$ cat src/rtl/msrv32_pkg.sv
// Shared encodings for the msrv32 fetch sequencer.
// PC mux selects, fetch FSM states and pending-redirect kinds.
package msrv32_pkg;

   localparam logic [1:0] PC_SRC_BOOT = 2'b00;
   localparam logic [1:0] PC_SRC_EPC  = 2'b01;
   localparam logic [1:0] PC_SRC_TRAP = 2'b10;
   localparam logic [1:0] PC_SRC_NEXT = 2'b11;

   typedef enum logic [1:0] {
      FS_BOOT     = 2'b00,
      FS_RUN      = 2'b01,
      FS_REDIRECT = 2'b10
   } fetch_state_t;

   typedef enum logic [1:0] {
      PEND_NONE = 2'b00,
      PEND_TRAP = 2'b01,
      PEND_EPC  = 2'b10
   } pend_t;

   typedef struct packed {
      logic [1:0] pc_src;
      logic       pc_write_en;
      logic       flush;
      logic       i_req;
   } fetch_ctl_t;

   function automatic logic [1:0] pend_src(pend_t p);
      return (p == PEND_EPC) ? PC_SRC_EPC : PC_SRC_TRAP;
   endfunction

endpackage

$ cat src/rtl/msrv32_fetch_wait_timer.sv
// Saturating AHB wait-state counter with a single timeout pulse.
// The pulse fires on the wait cycle that brings the count to the limit.
module msrv32_fetch_wait_timer
   import msrv32_pkg::*;
#(
   parameter int TIMEOUT_CYCLES = 64,
   parameter int CNT_WIDTH      = 7
) (
   input  logic clk_in,
   input  logic rst_in,
   input  logic req_in,
   input  logic ready_in,
   output logic timeout_out
);

   localparam logic [CNT_WIDTH-1:0] LIMIT =
      CNT_WIDTH'(TIMEOUT_CYCLES);
   localparam logic [CNT_WIDTH-1:0] LAST =
      CNT_WIDTH'(TIMEOUT_CYCLES - 1);
   localparam logic ENABLE = (TIMEOUT_CYCLES != 0);

   logic [CNT_WIDTH-1:0] wait_cnt;
   logic                 wait_inc;
   logic                 at_limit;

   assign wait_inc = req_in & ~ready_in;
   assign at_limit = (wait_cnt == LIMIT);

   always_ff @(posedge clk_in) begin
      if (rst_in || ready_in) begin
         wait_cnt <= '0;
      end else if (wait_inc && !at_limit) begin
         wait_cnt <= wait_cnt + CNT_WIDTH'(1);
      end
   end

   // Saturation keeps the count off LAST until a clear, so no repeat.
   assign timeout_out = ENABLE & wait_inc &
                        (wait_cnt == LAST);

endmodule

$ cat src/rtl/msrv32_fetch_ctrl.sv
// Fetch sequencer: PC source select, PC write enable and fetch handshake.
// Redirects are registered, so pc_src never follows trap/mret combinationally.
module msrv32_fetch_ctrl
   import msrv32_pkg::*;
#(
   parameter int TIMEOUT_CYCLES = 64,
   parameter int CNT_WIDTH      = 7
) (
   input  logic       clk_in,
   input  logic       rst_in,
   input  logic       ahb_ready_in,
   input  logic       trap_taken_in,
   input  logic       mret_in,
   input  logic       branch_taken_in,
   input  logic       misaligned_instr_in,
   output logic [1:0] pc_src_out,
   output logic       pc_write_en_out,
   output logic       flush_out,
   output logic       i_req_out,
   output logic       stall_out,
   output logic       instr_misaligned_out,
   output logic       fetch_timeout_out
);

   fetch_state_t state_q;
   fetch_state_t state_d;
   pend_t        pend_q;
   pend_t        pend_d;
   fetch_ctl_t   ctl;
   logic         rst_q;
   logic         mis_q;
   logic         mis_d;
   logic         bad_target;

   assign bad_target = branch_taken_in &
                       misaligned_instr_in;

   // rst_q stretches reset outputs into the cycle after the reset edge.
   always_ff @(posedge clk_in) begin
      rst_q <= rst_in;
      if (rst_in) begin
         state_q <= FS_BOOT;
         pend_q  <= PEND_NONE;
         mis_q   <= 1'b0;
      end else begin
         state_q <= state_d;
         pend_q  <= pend_d;
         mis_q   <= mis_d;
      end
   end

   always_comb begin
      state_d = state_q;
      pend_d  = pend_q;
      mis_d   = 1'b0;
      ctl     = '{pc_src:      PC_SRC_BOOT,
                  pc_write_en: 1'b0,
                  flush:       1'b1,
                  i_req:       1'b0};
      if (!rst_q) begin
         unique case (state_q)
            FS_BOOT: begin
               ctl.pc_src      = PC_SRC_BOOT;
               ctl.i_req       = 1'b1;
               ctl.flush       = 1'b1;
               ctl.pc_write_en = ahb_ready_in;
               if (ahb_ready_in) begin
                  state_d = FS_RUN;
               end
            end
            FS_RUN: begin
               ctl.pc_src      = PC_SRC_NEXT;
               ctl.i_req       = 1'b1;
               ctl.flush       = 1'b0;
               ctl.pc_write_en = ahb_ready_in &
                                 ~bad_target;
               mis_d           = ahb_ready_in &
                                 bad_target;
               priority case (1'b1)
                  trap_taken_in: begin
                     pend_d  = PEND_TRAP;
                     state_d = FS_REDIRECT;
                  end
                  mret_in: begin
                     pend_d  = PEND_EPC;
                     state_d = FS_REDIRECT;
                  end
                  default: ;
               endcase
            end
            FS_REDIRECT: begin
               ctl.pc_src      = pend_src(pend_q);
               ctl.i_req       = 1'b1;
               ctl.flush       = 1'b1;
               ctl.pc_write_en = ahb_ready_in;
               // A trap overrides EPC and chains onto an accepted redirect.
               priority case (1'b1)
                  trap_taken_in: begin
                     pend_d = PEND_TRAP;
                  end
                  ahb_ready_in: begin
                     pend_d  = PEND_NONE;
                     state_d = FS_RUN;
                  end
                  default: ;
               endcase
            end
            default: begin
               state_d = FS_BOOT;
               pend_d  = PEND_NONE;
            end
         endcase
      end
   end

   assign pc_src_out           = ctl.pc_src;
   assign pc_write_en_out      = ctl.pc_write_en;
   assign flush_out            = ctl.flush;
   assign i_req_out            = ctl.i_req;
   assign stall_out            = ctl.i_req &
                                 ~ahb_ready_in;
   assign instr_misaligned_out = mis_q;

   msrv32_fetch_wait_timer #(
      .TIMEOUT_CYCLES (TIMEOUT_CYCLES),
      .CNT_WIDTH      (CNT_WIDTH)
   ) u_wait_timer (
      .clk_in      (clk_in),
      .rst_in      (rst_in),
      .req_in      (ctl.i_req),
      .ready_in    (ahb_ready_in),
      .timeout_out (fetch_timeout_out)
   );

endmodule

$ cat config.mk
export PLATFORM = sky130hd
export DESIGN_NAME = msrv32_fetch_ctrl
export DESIGN_NICKNAME = d
export VERILOG_FILES = /design/src/rtl/msrv32_pkg.sv /design/src/rtl/msrv32_fetch_wait_timer.sv /design/src/rtl/msrv32_fetch_ctrl.sv
export SDC_FILE = /design/constraint.sdc
export NUM_CORES = 1
export LEC_CHECK = 0
export BUFFER_PORTS_ARGS = -buffer_cell sky130_fd_sc_hd__buf_2
export CAP_MARGIN = 20
export CORE_MARGIN = 1
export CORE_UTILIZATION = 56
export DETAILED_ROUTE_END_ITERATION = 8
export MAX_ROUTING_LAYER = met4
export PLACE_DENSITY = 0.8
export SLEW_MARGIN = 5
export SYNTH_ARGS = -nofsm -noshare
export SYNTH_HDL_FRONTEND = slang
export SYNTH_SLANG_ARGS = --single-unit
$ cat constraint.sdc
create_clock -name clk_in -period 4.7 [get_ports clk_in]
set_input_delay 0.235 -clock clk_in [delete_from_list [all_inputs] [get_ports clk_in]]
set_output_delay 0.235 -clock clk_in [all_outputs]
set_load 0.05 [all_outputs]
==> results of run 1 <==
==> worst reg2reg max path: cells and delay by family (launching register included) <==
family | cells | cell delay (ns)
AND/OR/NAND/NOR | 1 | 0.13
flip-flops | 1 | 0.48
buffers and inverters | 1 | 0.10
AO/OA/AOI/OAI | 1 | 0.66
adder cells (fa/ha/maj) | 1 | 0.23
multiplexers | 1 | 0.24
==> worst paths after layout <==
check | slack [ns] | start | cells after the start | endpoint
max | 2.43 | state_q[0] | 4 | fetch_timeout_out
min | 0.12 | rst_in | 1 | rst_q
max reg2reg | 2.79 | state_q[0] | 5 | state_q[0]
min reg2reg | 0.48 | pend_q[0] | 2 | pend_q[0]
==> layer usage <==
metal  vias to the layer above  track usage  part of all wire
met1                       304        0.318              0.53
li1                        370            -                 -
met3                         0       0.0511             0.035
met4                         0       0.0259                 0
met5                         -            -                 0
met2                        11        0.311              0.43
==> registers in the layout, indices dropped and copies added, names as in the netlist <==
register / cells
u_wait_timer.wait_cnt: 7
pend_q: 2
state_q: 2
instr_misaligned_out: 1
rst_q: 1
==> per-stage QoR <==
stage | cells | instance area [sq um] | setup slack (ns)
after CTS | 126 | 890 | 2.43
after global placement | 122 | 863 | 2.77
final | 126 | 890 | 2.43
after global routing | 126 | 890 | 2.28
after detailed placement | 122 | 863 | 2.74
after floorplan | 96 | 796 | 2.09
==> layout by cell type, fill, tap and decap left out, drive strengths merged <==
master / instances
mux2i: 6
buf: 14
inv: 9
a21oi: 7
or4b: 1
o21ai: 2
clkbuf: 4
nand4: 1
dfxtp: 13
or4: 2
o31ai: 2
nand2: 17
a211o: 1
nor3: 1
a31oi: 1
nor4b: 1
ha: 8
o21a: 2
nand2b: 2
nor2: 3
o2111ai: 1
or3: 3
nor3b: 2
a2111oi: 1
nor4: 2
nand3b: 2
nand3: 1
nor2b: 2
==> power by group through the flow <==
stage          Combinational [mW]  Sequential [mW]  Clock [mW]
5_1_grt                    0.0587            0.119      0.0757
3_5_place_dp               0.0533            0.121           0
2_1_floorplan              0.0421            0.119           0
3_3_place_gp               0.0525            0.120           0
6_report                   0.0537            0.118      0.0705
4_1_cts                    0.0535            0.118      0.0718
==> cell type report <==
cell class              count  area share
clock buffers               4      0.0295
flip-flops and latches     13       0.293
multi-input cells          71       0.540
well taps                  15      0.0211
inverters                   9      0.0380
repair buffers             14      0.0788
==> logic make-up after synthesis <==
group           share of synthesized area
simple gates                        0.266
flops                               0.327
compound gates                      0.137
mux                                0.0755
fa+ha+maj                           0.126
buf+inv                            0.0692
==> metrics.txt, run 1 <==
total track usage 0.219; Detailed Routing Iterations Pass 1 4; minimum clock period 2.27 ns; Post-Syn Area 796 sq um; Crit-path slowest cell or4b_1; CTS clk-pin slew, worst paths 0.09 ns; CTS root buf clkbuf_4; CP Capture Type output port; Die Area 1580 sq um; Lkg Pwr 0.358 nW; initial antenna violation count 0; Post-synth EDFFs 0; CTS Buffer Depth 2; H-tree Lvls 1; FFs w/ async S/R, synth 0; top cell type's share of synthesized area 0.327; most frequent cell after synthesis nand2_1; sequential fraction of the synthesis area 0.327; I/O pin count 15; dominant cells by area after synthesis dfxtp_1, ha_1, nand2_1; # hold bufs at CTS 0; Buf+Inv Stages, Crit Path 1; setup tns final 0 ns; Slew HR 0.536; Comb power frac 0.222; GRT overflow 0; cells along the critical path ha_1, or4b_1, nor3_1, buf_2; NetSw 78.9 uW; yosys warns 0; DRC Markers 0; I/O Buffers 14; Placement Rows 13; Placer Congestion 0.860; via/cell ratio 5.44; Synth top cells by count nand2_1, dfxtp_1, inv_1; critical path arrival 2.04 ns; RSZ-0062 raised after global routing false; number of global-route vias before repair 534; Layout area overhead 11.8%; max cap viols 0; clock share of power 0.291; Slowest Stage Delay on Critical Path 0.58 ns; run status completed; PD cells 272 nW/um^2; die width 39.7 microns; final period utilization 0.483; syn nets 111; total CTS buffers 3; Final #Nets 127; clk sink count 13; largest area contributor in the netlist dfxtp_1; first-pass GRT wire length 2.30 mm; Slew @ Worst Pin 0.695 ns; fin util 0.675; Post-CTS Setup Bufs 0; Mapped Cells 96; critical path type reg2out; pin count of the biggest net entering global routing 10; CTS resizes 0; HPWL Detailed 1.17 mm; layout cells sized above 1 0.153; Fin. Hold Viols 0; DR iter-0 viols 13; TritonCTS clock tree done; antenna fix cells 0; clk_lat worst skew 0.27 ns; Required @ worst endpoint 4.47 ns; Worst Clk Skew 0.00889 ns; Final Max Tran Viols 0; Peak VDD IR 0.000151 V; area of the multi-input gates 480 sq um; Die H 39.7 microns; syn_area_per_cell 8.29 sq um; Avg WL per Cell 11.7 microns; min-delay worst type in2reg; CP Launch Type register; total number of vias 685; final setup vio count 0; register area 260 sq um; initial core utilization 0.604; # fillers 119; Power Total 242 uW; Top delay family on crit path simple AND/OR/NAND/NOR gates; routed wire length 1.47 mm; Synth Flop Type dfxtp_1; Yosys cell types 29; Synth Register Bits 13; worst-path maximum fanout 8; hold slack 0.115 ns; Fmax 440 MHz; Core Area 1320 sq um; ANT nets after route 0; Power Internal 163 uW; Switching Fraction 0.326; sequential power share 0.487
Power figures use the tool's default switching activity.
==> run 2, diff against run 1 <==
- CORE_UTILIZATION: 56 -> 52
- PLACE_DENSITY: 0.8 -> 0.76
- clock period: 4.7 -> 2.1 ns (I/O delays scaled with it)
==> metrics.txt, run 2 (synthesized netlist as in run 1, its figures left out) <==
run status completed; Final #Nets 129 (+1.6%); initial core utilization 0.582 (-0.0216); Required @ worst endpoint 2.00 ns (-2.47 ns); CP Launch Type register; worst setup margin 0.139 ns (-2.29 ns); clk_lat worst skew 0.27 ns (about the same); Avg WL per Cell 11.7 microns (about the same); Peak VDD IR 0.000368 V (+140%); I/O pin count 15 (unchanged); RSZ-0062 raised after global routing false; DR iter-0 viols 20 (+7); Fin. Hold Viols 0 (unchanged); area of the multi-input gates 493 sq um (+2.6%); final setup vio count 0 (unchanged); layout cells sized above 1 0.186 (+0.0327); HPWL Detailed 1.19 mm (+1.7%); Hold Path Origin misaligned_instr_in; minimum clock period 1.96 ns; max cap viols 0 (unchanged); routed wire length 1.50 mm (+1.6%); top flop regs u_wait_timer.wait_cnt x7, pend_q x2, state_q x2; CP Capture Type output port; Slew HR 0.619 (+0.0840); Top delay family on crit path simple AND/OR/NAND/NOR gates; dpl ws 0.305 ns (-2.43 ns); number of flip-flops in the largest register 7 (unchanged); Buf+Inv Stages, Crit Path 1 (unchanged); Die H 41.1 microns (+3.6%); Final Max Tran Viols 0 (unchanged); GRT overflow 0 (unchanged); cells on worst reg2reg path 6 (+1); worst-path maximum fanout 8 (unchanged); Slowest Stage Delay on Critical Path 0.53 ns (-0.05 ns); r2r endpoint state_q[1]; min-delay worst type in2reg; die width 41.1 microns (+3.6%); # fillers 123 (+3.4%); CTS root buf clkbuf_4; antenna fix cells 0 (unchanged); Lkg Pwr 0.369 nW (+3.1%); Crit-path slowest cell or4b_4; via/cell ratio 5.55 (+2.2%); final period utilization 0.934; most frequent cells in the layout nand2_1, buf_2, dfxtp_1; worst flop-to-flop path startpoint state_q[0]; clk sink count 13 (unchanged); Largest Register u_wait_timer.wait_cnt; setup tns final 0 ns (unchanged); number of global-route vias before repair 559 (+4.7%); register area 260 sq um (unchanged); reg2reg setup slack 0.33 ns (-2.46 ns); Die Area 1690 sq um (+7.3%); Power Total 539 uW (+120%); ANT nets after route 0 (unchanged); H-tree Lvls 1 (unchanged); worst hold endpoint instr_misaligned_out; critical path arrival 1.86 ns (-0.18 ns); total track usage 0.211 (-0.00783); Placement Rows 13 (unchanged); hold path depth 3 (+2); commonest non-fill, non-tap cell in the layout nand2_1; critical path type reg2out; CTS Buffer Depth 2 (unchanged); Post-CTS Setup Bufs 0 (unchanged); Placed Cells 123 (+0.82%); DRC Markers 0 (unchanged); first-pass GRT wire length 2.18 mm (-5.1%); fin cells 128 (+1.6%); I/O Buffers 14 (unchanged); total CTS buffers 3 (unchanged); Worst Clk Skew 0.00652 ns (-0.00237 ns); TritonCTS clock tree done; Fmax 510 MHz; Layout area overhead 15.9%; fin util 0.675 (about the same); initial antenna violation count 0 (unchanged); pin count of the biggest net entering global routing 10 (unchanged); cells along the critical path ha_1, or4b_4, nor3_2, buf_4; Core Area 1370 sq um (+3.7%); Slew @ Worst Pin 0.566 ns (-0.129 ns); total number of vias 711 (+3.8%); CTS clk-pin slew, worst paths 0.08 ns (about the same); Detailed Routing Iterations Pass 1 4 (unchanged); PD cells 585 nW/um^2 (+110%); Placer Congestion 0.880 (+2.4%)
## run 2: cell types whose count changed in the layout (fill, tap and decap cells not counted)
| cell | change |
|---|---|
| dlygate4sd3_1 | +1 |
| a21oi_2 | +1 |
| buf_2 | -1 |
| or4b_1 | -1 |
| buf_4 | +2 |
| nor3_1 | -1 |
| a21oi_1 | -1 |
| nor3_2 | +1 |
| or4b_4 | +1 |
## run 2: what timing repair did
item	in CTS	in global routing
setup endpoints to repair	1	1
hold buffers	1	0
resized for setup	1	1
endpoints found under the hold margin	1	0
## run 2: worst max path at each step
stage          startpoint                       end  slack [ns]  cells after the start
4_1_cts        state_q[0]         fetch_timeout_out        0.05                      4
3_5_place_dp   state_q[0]         fetch_timeout_out        0.31                      4
6_report       state_q[0]         fetch_timeout_out        0.14                      4
2_1_floorplan  state_q[0]  u_wait_timer.wait_cnt[6]       -0.04                      5
5_1_grt        state_q[0]         fetch_timeout_out        0.04                      4
3_3_place_gp   state_q[0]         fetch_timeout_out        0.33                      4
## run 2: power breakdown
| group | switching [mW] | leakage [nW] | internal [mW] |
|---|---|---|---|
| Combinational | 0.0833 | 0.248 | 0.0437 |
| Clock | 0.0744 | 0.0150 | 0.0736 |
| Sequential | 0.0112 | 0.105 | 0.253 |
## run 2: final cells by class
class | instances | area share
Clock buffer | 4 | 0.0285
Inverter | 9 | 0.0366
Multi-Input combinational cell | 71 | 0.535
Sequential cell | 13 | 0.282
Tap cell | 15 | 0.0204
Timing Repair Buffer | 16 | 0.0977
## run 2: worst register-to-register path: stages (launching register included)
cell and delay [ns]:
dfxtp_1 0.47, inv_1 0.10, ha_1 0.24, nor2b_1 0.14, a2111oi_1 0.37, buf_4 0.19
mux2i_1 0.18
## run 2: metal layers
layer	vias to the layer above	GRT usage	share of wire
met5	-	-	0
met4	0	0.0806	0.0040
met3	2	0.109	0.053
met2	21	0.313	0.42
met1	317	0.239	0.53
li1	371	-	-
## run 2: through the flow
step / hold WS (ns) / instance area [sq um]
after floorplan: 0.133 / 805
after global placement: 0.250 / 880
after detailed placement: 0.253 / 880
after CTS: 0.0945 / 918
after global routing: 0.0947 / 922
final: 0.0997 / 922
==> run 3, diff against run 2 <==
- CORE_MARGIN: 1 -> 1.5
==> metrics.txt, run 3 (synthesized netlist as in run 1, its figures left out) <==
run status completed; ANT nets after route 0 (unchanged); min-delay worst type in2reg; final period utilization 0.935 (+0.00115); initial antenna violation count 0 (unchanged); layout cells sized above 1 0.186 (unchanged); Slew HR 0.577 (-0.0424); I/O pin count 15 (unchanged); antenna fix cells 0 (unchanged); top flop regs u_wait_timer.wait_cnt x7, pend_q x2, state_q x2; number of flip-flops in the largest register 7 (unchanged); PD cells 587 nW/um^2 (+0.45%); Slowest Stage Delay on Critical Path 0.52 ns (about the same); Fin. Hold Viols 0 (unchanged); cells along the critical path ha_1, or4b_4, nor3_2, buf_4; routed wire length 1.60 mm (+7.0%); HPWL Detailed 1.21 mm (+1.6%); RSZ-0062 raised after global routing false; Worst Clk Skew 0.00110 ns (-0.00542 ns); Placed Cells 123 (unchanged); CP Capture Type output port; worst setup margin 0.137 ns (-0.00241 ns); Top delay family on crit path simple AND/OR/NAND/NOR gates; Crit-path slowest cell or4b_4; Final Cell Area 922 sq um (unchanged); die width 42.1 microns (+2.4%); CTS root buf clkbuf_4; total number of vias 715 (+0.56%); Fmax 509 MHz (-0.12%); TritonCTS clock tree done; Final #Nets 129 (unchanged); Final Max Tran Viols 0 (unchanged); Placer Congestion 0.906 (+3.0%); CTS clk-pin slew, worst paths 0.07 ns (about the same); Lkg Pwr 0.369 nW (unchanged); placed cell area 880 sq um (unchanged); Die Area 1770 sq um (+4.9%); pin count of the biggest net entering global routing 10 (unchanged); dpl ws 0.295 ns (-0.0105 ns); minimum clock period 1.96 ns (+0.00241 ns); total CTS buffers 3 (unchanged); setup tns final 0 ns (unchanged); total track usage 0.201 (-0.0100); most frequent cells in the layout nand2_1, buf_2, dfxtp_1; Die H 42.1 microns (+2.4%); I/O Buffers 14 (unchanged); critical path type reg2out; Required @ worst endpoint 2.00 ns (about the same); # fillers 119 (-3.3%); Peak VDD IR 0.000385 V (+4.8%); initial core utilization 0.582 (unchanged); clk_lat worst skew 0.27 ns (about the same); Largest Register u_wait_timer.wait_cnt; DRC Markers 0 (unchanged); number of global-route vias before repair 641 (+15%); commonest non-fill, non-tap cell in the layout nand2_1; via/cell ratio 5.59 (+0.56%); Post-CTS Setup Bufs 0 (unchanged); Buf+Inv Stages, Crit Path 1 (unchanged); clk sink count 13 (unchanged); first-pass GRT wire length 2.74 mm (+26%); worst-path maximum fanout 8 (unchanged); Detailed Routing Iterations Pass 1 4 (unchanged); Placement Rows 13 (unchanged); max cap viols 0 (unchanged); Avg WL per Cell 12.5 microns (+7.0%); Slew @ Worst Pin 0.629 ns (+0.0630 ns); critical path arrival 1.86 ns (about the same); GRT overflow 0 (unchanged); CTS Buffer Depth 2 (unchanged); H-tree Lvls 1 (unchanged); final setup vio count 0 (unchanged); CP Launch Type register; Layout area overhead 15.9% (unchanged); fin cells 128 (unchanged); DR iter-0 viols 14 (-30%); Core Area 1370 sq um (unchanged)
==> run 3: cell counts in the layout (fill, tap and decap cells not counted) <==
No cell type changed its count.
==> run 3: worst paths after layout <==
kind | from | endpoint | slack (ns) | cells after the start
hold / removal | misaligned_instr_in | instr_misaligned_out | 0.12 | 3
setup reg to reg | state_q[1] | pend_q[0] | 0.28 | 5
setup / recovery | state_q[0] | fetch_timeout_out | 0.14 | 4
hold reg to reg | pend_q[1] | pend_q[1] | 0.48 | 2
==> run 3: cell type report <==
class                           instances  area, sq um  area share
Tap cell                               15         18.8      0.0204
Clock buffer                            4         26.3      0.0285
Multi-Input combinational cell         71          493       0.535
Sequential cell                        13          260       0.282
Timing Repair Buffer                   16         90.1      0.0977
Inverter                                9         33.8      0.0366
==> run 3: repair_timing <==
action | in CTS | in global routing
endpoints found under the hold margin | 1 | 0
gates resized for setup | 1 | 1
endpoints found under the setup margin | 1 | 1
hold buffers | 1 | 0
==> run 3: per-layer routing <==
layer	GRT usage	up-vias	wire length, microns
li1	-	368	-
met1	0.272	329	778
met2	0.306	16	744
met3	0.0647	2	72
met4	0.0188	0	6
met5	-	-	0
==> run 3: where the power goes <==
| group | switching (mW) | leakage (nW) | internal [mW] |
|---|---|---|---|
| logic | 0.0849 | 0.248 | 0.0438 |
| clock network | 0.0748 | 0.0150 | 0.0736 |
| registers | 0.0116 | 0.105 | 0.253 |
==> run 3: worst min-delay path, delay by kind of cell <==
| family | cells | cell delay (ns) |
|---|---|---|
| buf+inv | 1 | 0.10 |
| simple gates | 2 | 0.15 |
==> run 3: metrics by stage <==
| step | util | total power, mW | hold WS [ns] |
|---|---|---|---|
| final | 0.675 | 0.542 | 0.116 |
| after global placement | 0.644 | 0.393 | 0.250 |
| after global routing | 0.675 | 0.573 | 0.125 |
| after CTS | 0.672 | 0.546 | 0.107 |
| after detailed placement | 0.644 | 0.396 | 0.251 |
| after floorplan | - | 0.363 | 0.133 |
